`config.mk`:
```
export PLATFORM = sky130hd
export DESIGN_NAME = light_phase_ctrl
export DESIGN_NICKNAME = d
export VERILOG_FILES = /design/src/rtl/light_phase_ctrl.sv
export SDC_FILE = /design/constraint.sdc
export NUM_CORES = 1
export LEC_CHECK = 0
export ABC_AREA = 1
export BUFFER_PORTS_ARGS = -buffer_cell sky130_fd_sc_hd__buf_4
export CORE_MARGIN = 8
export CORE_UTILIZATION = 53
export CTS_CLUSTER_DIAMETER = 150
export CTS_CLUSTER_SIZE = 14
export DETAILED_ROUTE_END_ITERATION = 10
export GPL_TIMING_DRIVEN = 0
export PLACE_DENSITY_LB_ADDON = 0.05
export SETUP_SLACK_MARGIN = 0.5
export SLEW_MARGIN = 0
export SYNTH_ARGS = -nofsm -noshare
export SYNTH_HDL_FRONTEND = slang
export SYNTH_SLANG_ARGS = --single-unit
```
`constraint.sdc`:
```
create_clock -name clk -period 4.4 [get_ports clk]
set_input_delay 0.66 -clock clk [delete_from_list [all_inputs] [get_ports clk]]
set_output_delay 0.66 -clock clk [all_outputs]
set_load 0.01 [all_outputs]
```
`src/rtl/light_phase_ctrl.sv`:
```
// Two-road traffic light phase sequencer driving an external seconds down-counter.
// Adds side-road demand latching and a maintenance flashing-yellow mode.
module light_phase_ctrl #(
  parameter int pRed_Count_Sec    = 18,
  parameter int pYellow_Count_Sec = 3,
  parameter int pGreen_Count_Sec  = 15,
  parameter int pAllRed_Count_Sec = 2,
  parameter int pCount_width      = $clog2(pRed_Count_Sec)
) (
  input  logic                    clk,
  input  logic                    rstb,
  input  logic                    en,
  input  logic                    sec_tick,
  input  logic                    light_tick,
  input  logic                    side_req,
  input  logic                    flash,
  output logic                    ctr_load,
  output logic [pCount_width-1:0] Load_Count,
  output logic                    main_r,
  output logic                    main_y,
  output logic                    main_g,
  output logic                    side_r,
  output logic                    side_y,
  output logic                    side_g,
  output logic [2:0]              phase
);

  typedef enum logic [2:0] {
    MG    = 3'd0,
    MY    = 3'd1,
    AR1   = 3'd2,
    SG    = 3'd3,
    SY    = 3'd4,
    AR2   = 3'd5,
    FLASH = 3'd6
  } state_e;

  localparam logic [pCount_width-1:0] GreenM1  = pCount_width'(pGreen_Count_Sec - 1);
  localparam logic [pCount_width-1:0] YellowM1 = pCount_width'(pYellow_Count_Sec - 1);
  localparam logic [pCount_width-1:0] AllRedM1 = pCount_width'(pAllRed_Count_Sec - 1);

  localparam bit DurLegal =
    (pGreen_Count_Sec  >= 2) && (pGreen_Count_Sec  <= pRed_Count_Sec) &&
    (pYellow_Count_Sec >= 2) && (pYellow_Count_Sec <= pRed_Count_Sec) &&
    (pAllRed_Count_Sec >= 2) && (pAllRed_Count_Sec <= pRed_Count_Sec);

  dur_legal_a: assert property (@(posedge clk) DurLegal);

  state_e     state_q, state_d;
  logic       dem_q, dem_d;
  logic       blink_q, blink_d;
  logic [5:0] lamps_q, lamps_d;   // {main_r, main_y, main_g, side_r, side_y, side_g}
  logic       tick_en, adv, pending;

  function automatic logic [pCount_width-1:0] dur_m1(state_e s);
    case (s)
      MG, SG:  dur_m1 = GreenM1;
      MY, SY:  dur_m1 = YellowM1;
      default: dur_m1 = AllRedM1;
    endcase
  endfunction

  always_comb begin
    tick_en = en & sec_tick;
    adv     = tick_en & light_tick;
    pending = dem_q | side_req;

    state_d = state_q;
    case (state_q)
      MG, MY, AR1, SG, SY, AR2: begin
        if (tick_en && flash) begin
          state_d = FLASH;
        end else if (adv) begin
          case (state_q)
            MG:      state_d = pending ? MY : MG;
            MY:      state_d = AR1;
            AR1:     state_d = SG;
            SG:      state_d = SY;
            SY:      state_d = AR2;
            default: state_d = MG;
          endcase
        end
      end
      FLASH:   if (tick_en && !flash) state_d = AR2;
      default: state_d = MG;
    endcase
    if (!rstb) state_d = state_q;

    // Clearing on SG entry beats a simultaneous new request.
    dem_d = dem_q | (side_req & (state_q != SG) & (state_q != SY));
    if (state_d == SG && state_q != SG) dem_d = 1'b0;

    blink_d = blink_q;
    if (state_q != FLASH && state_d == FLASH) blink_d = 1'b1;
    else if (state_q == FLASH && tick_en)     blink_d = ~blink_q;

    case (state_q)
      MG:       lamps_d = 6'b001_100;
      MY:       lamps_d = 6'b010_100;
      SG:       lamps_d = 6'b100_001;
      SY:       lamps_d = 6'b100_010;
      FLASH:    lamps_d = {1'b0, blink_q, 1'b0, 1'b0, blink_q, 1'b0};
      default:  lamps_d = 6'b100_100;
    endcase
  end

  // Load strobe: when high, the counter captures Load_Count on this rising edge and the
  // state register moves to the phase that load times; light_tick is the counter's
  // zero flag and is only honoured together with en & sec_tick.
  assign ctr_load   = rstb & en & sec_tick & (light_tick | flash | (state_q == FLASH));
  assign Load_Count = dur_m1(state_d);
  assign phase      = state_q;

  assign {main_r, main_y, main_g, side_r, side_y, side_g} = lamps_q;

  always_ff @(posedge clk or negedge rstb) begin
    if (!rstb) begin
      state_q <= MG;
      dem_q   <= 1'b0;
      blink_q <= 1'b0;
      lamps_q <= 6'b001_100;
    end else begin
      state_q <= state_d;
      dem_q   <= dem_d;
      blink_q <= blink_d;
      lamps_q <= lamps_d;
    end
  end

endmodule
```
==> results.cfg <==
[status]
status = completed

[clocking]
cts_resized = 0
clk_pin_slew_worst_paths_ns = 0.07
clk_path_buf_depth = 2
cts_tree = yes
holdBufCountCts = 0
htreeDepth = 1
clockRootBuffer = clkbuf_4
clock-sinks = 11
insertion_delay_ns = 0.27
cts_setup_buffers = 0
numCtsBuffers = 3

[synthesis]
syn_area_per_cell_um2 = 7.55
synth_top_area_share = 0.305
yosysTopAreaCell = dfrtp_1
synth.distinct_cells = 25
ys_seq_elements = 11
synthTopCellsByArea = dfrtp_1 30%, nand2_1 9.6%, dfstp_2 7.1%
syn_area_um2 = 739
syn_nets = 105
yosysSeqAreaShare = 0.376
syn_inst = 98
ys_warn_count = 0

[final_layout]
multi_input_area_um2 = 350
antenna-diode-count = 0
regArea_um2 = 278
drive_gt1_frac = 0.418
syn_to_final_growth_pct = 26.4
final_nets = 130
fillers = 101
final_cell_area_um2 = 935

[critical_path]
cp.buffers_inverters = 4
worstPathMaxFanout = 6
worstSetupPathType = reg2out
worstPathCellList = inv_2 -> nand3_4 -> nand2_2 -> nand2_1 -> nand3_1 -> nand2_2 -> inv_2 -> nand2_4 -> nand2_1 -> nor2_2 -> buf_4 -> buf_4
rr_worst_depth = 10
startpoint_type = flip-flop
crit_cells = 12
crit_family = simple AND/OR/NAND/NOR gates
slowest_delay_ns = 0.44
critPathCaptureType = primary output
crit_slowest_cell = dfrtp_1
cp.required_ns = 3.74
worst_ep_arrival_time_ns = 1.79

[floorplan]
rows = 13
die_width_um = 53.4
core_mm2 = 0.00130
die_area_mm2 = 0.00285
io_pins = 22
initial_utilization = 0.568
die-height_um = 53.4

[drt]
drtAntennaViolNets = 0
drtIter0Drc = 11
via_per_inst = 5.11
detail_route.first_pass.iterations = 4
postRouteWirelength_um = 1650
drc = 0
vias = 700
routedWlPerCell_um = 12.0

[global_routing]
grt_max_degree = 17
grt_overflow = 0
gr-usage-all-layers = 0.128
grt_pass1_vias = 682
grt_pass1_wl_um = 2770
antenna_found_initial = 0

[placement]
dpl_cell_area_um2 = 908
dp_hpwl_um = 1360
place.gp.congestion = 0.840
port_buffers = 20

[power_and_ir_drop]
p_per_area_mw_per_mm2 = 731
p_leak_uw = 0.000521
ir_worst_vdd_uv = 392

[timing]
max_freq_mhz = 408
hold_viol_final = 0
fin_worst_skew_ns = 0.00121
finalCriticalPeriod_ns = 2.45
setup_viol = 0
rsz0062_at_grt = no
fin_crit_sh = 0.557
tns_ns = 0
final_max_slew_viol_count = 0

[worst_hold_path]
hold_path.class = in2async

[job]
drv_cap = 0
## area by class of cell
cell class,instances,share of cell area
plain buffers,4,0.0402
flip-flops and latches,11,0.297
inverters,19,0.0790
multi-input cells,64,0.375
clock buffers,4,0.0281
repair buffers,20,0.161
well taps,15,0.0201
## report_power, final
| part | leakage [uW] | switching [uW] | internal, uW |
|---|---|---|---|
| Sequential | 0.000125 | 24.5 | 151 |
| Clock | 0.0000150 | 35.7 | 35.1 |
| Combinational | 0.000381 | 252 | 186 |
## cells in the mapped netlist
master and instances:
nand2_2 6, conb_1 1, nand3_2 2, nand2_4 3
buf_4 2, inv_4 1, dfstp_2 2, nor2_1 13
nor2_2 2, a31oi_1 1, inv_1 13, nand3_1 5
nand3_4 1, a311oi_1 1, inv_2 5, xor2_1 1
o21ai_2 1, nor2_4 1, o22ai_1 1, nand2_1 19
dfrtp_1 9, o21ai_0 2, o21ai_1 1, a21oi_1 3
buf_6 2
## per-stage QoR
step | setup WS [ns] | total power (uW) | util | cells | hold WS [ns]
global route | 1.82 | 742 | 0.718 | 137 | 0.225
global placement | 2.00 | 606 | 0.698 | 133 | 0.517
detailed placement | 1.98 | 620 | 0.698 | 133 | 0.517
finish | 1.95 | 683 | 0.718 | 137 | 0.225
CTS | 1.94 | 690 | 0.718 | 137 | 0.226
floorplan | 2.19 | 469 | - | 98 | 0.364
## metal layers
| metal | vias to the layer above | track usage | routed length (um) | part of all wire |
|---|---|---|---|---|
| li1 | 346 | - | - | - |
| met1 | 321 | 0.132 | 635 | 0.38 |
| met2 | 28 | 0.227 | 845 | 0.51 |
| met3 | 5 | 0.0448 | 145 | 0.088 |
| met4 | 0 | 0.0588 | 23 | 0.014 |
| met5 | - | 0 | 0 | 0 |
## cells by family after synthesis
| kind of cell | Yosys count | synth area share |
|---|---|---|
| AND/OR/NAND/NOR | 52 | 0.376 |
| flip-flops | 11 | 0.376 |
| buffers and inverters | 23 | 0.151 |
| XOR/XNOR | 1 | 0.0118 |
| other | 1 | 0.00507 |
| AO/OA/AOI/OAI | 10 | 0.0812 |
## registers in the layout, indices dropped and copies added, names as in the netlist
name     flops
lamps_q      6
phase        3
blink_q      1
dem_q        1
## placed cells by master, fill, tap and decap left out, types with 2 or more instances in the layout
cell type | Yosys | layout
a21oi_1 | 3 | 3
buf_4 | 2 | 22
buf_6 | 2 | 2
clkbuf_4 | 0 | 3
dfrtp_1 | 9 | 9
dfstp_2 | 2 | 2
inv_1 | 13 | 13
inv_2 | 5 | 5
nand2_1 | 19 | 19
nand2_2 | 6 | 6
nand2_4 | 3 | 3
nand3_1 | 5 | 5
nand3_2 | 2 | 2
nor2_1 | 13 | 13
nor2_2 | 2 | 2
o21ai_0 | 2 | 2
## final timing paths
check                      startpoint             to  slack (ns)
max                          phase[0]  Load_Count[3]        1.95
min                              rstb     lamps_q[4]        0.23
max reg2reg                  phase[0]        blink_q        3.03
min reg2reg                     dem_q          dem_q        0.54
max in group asynchronous        rstb     lamps_q[3]        3.94
min in group clk                dem_q          dem_q        0.54
Power figures use the tool's default switching activity.
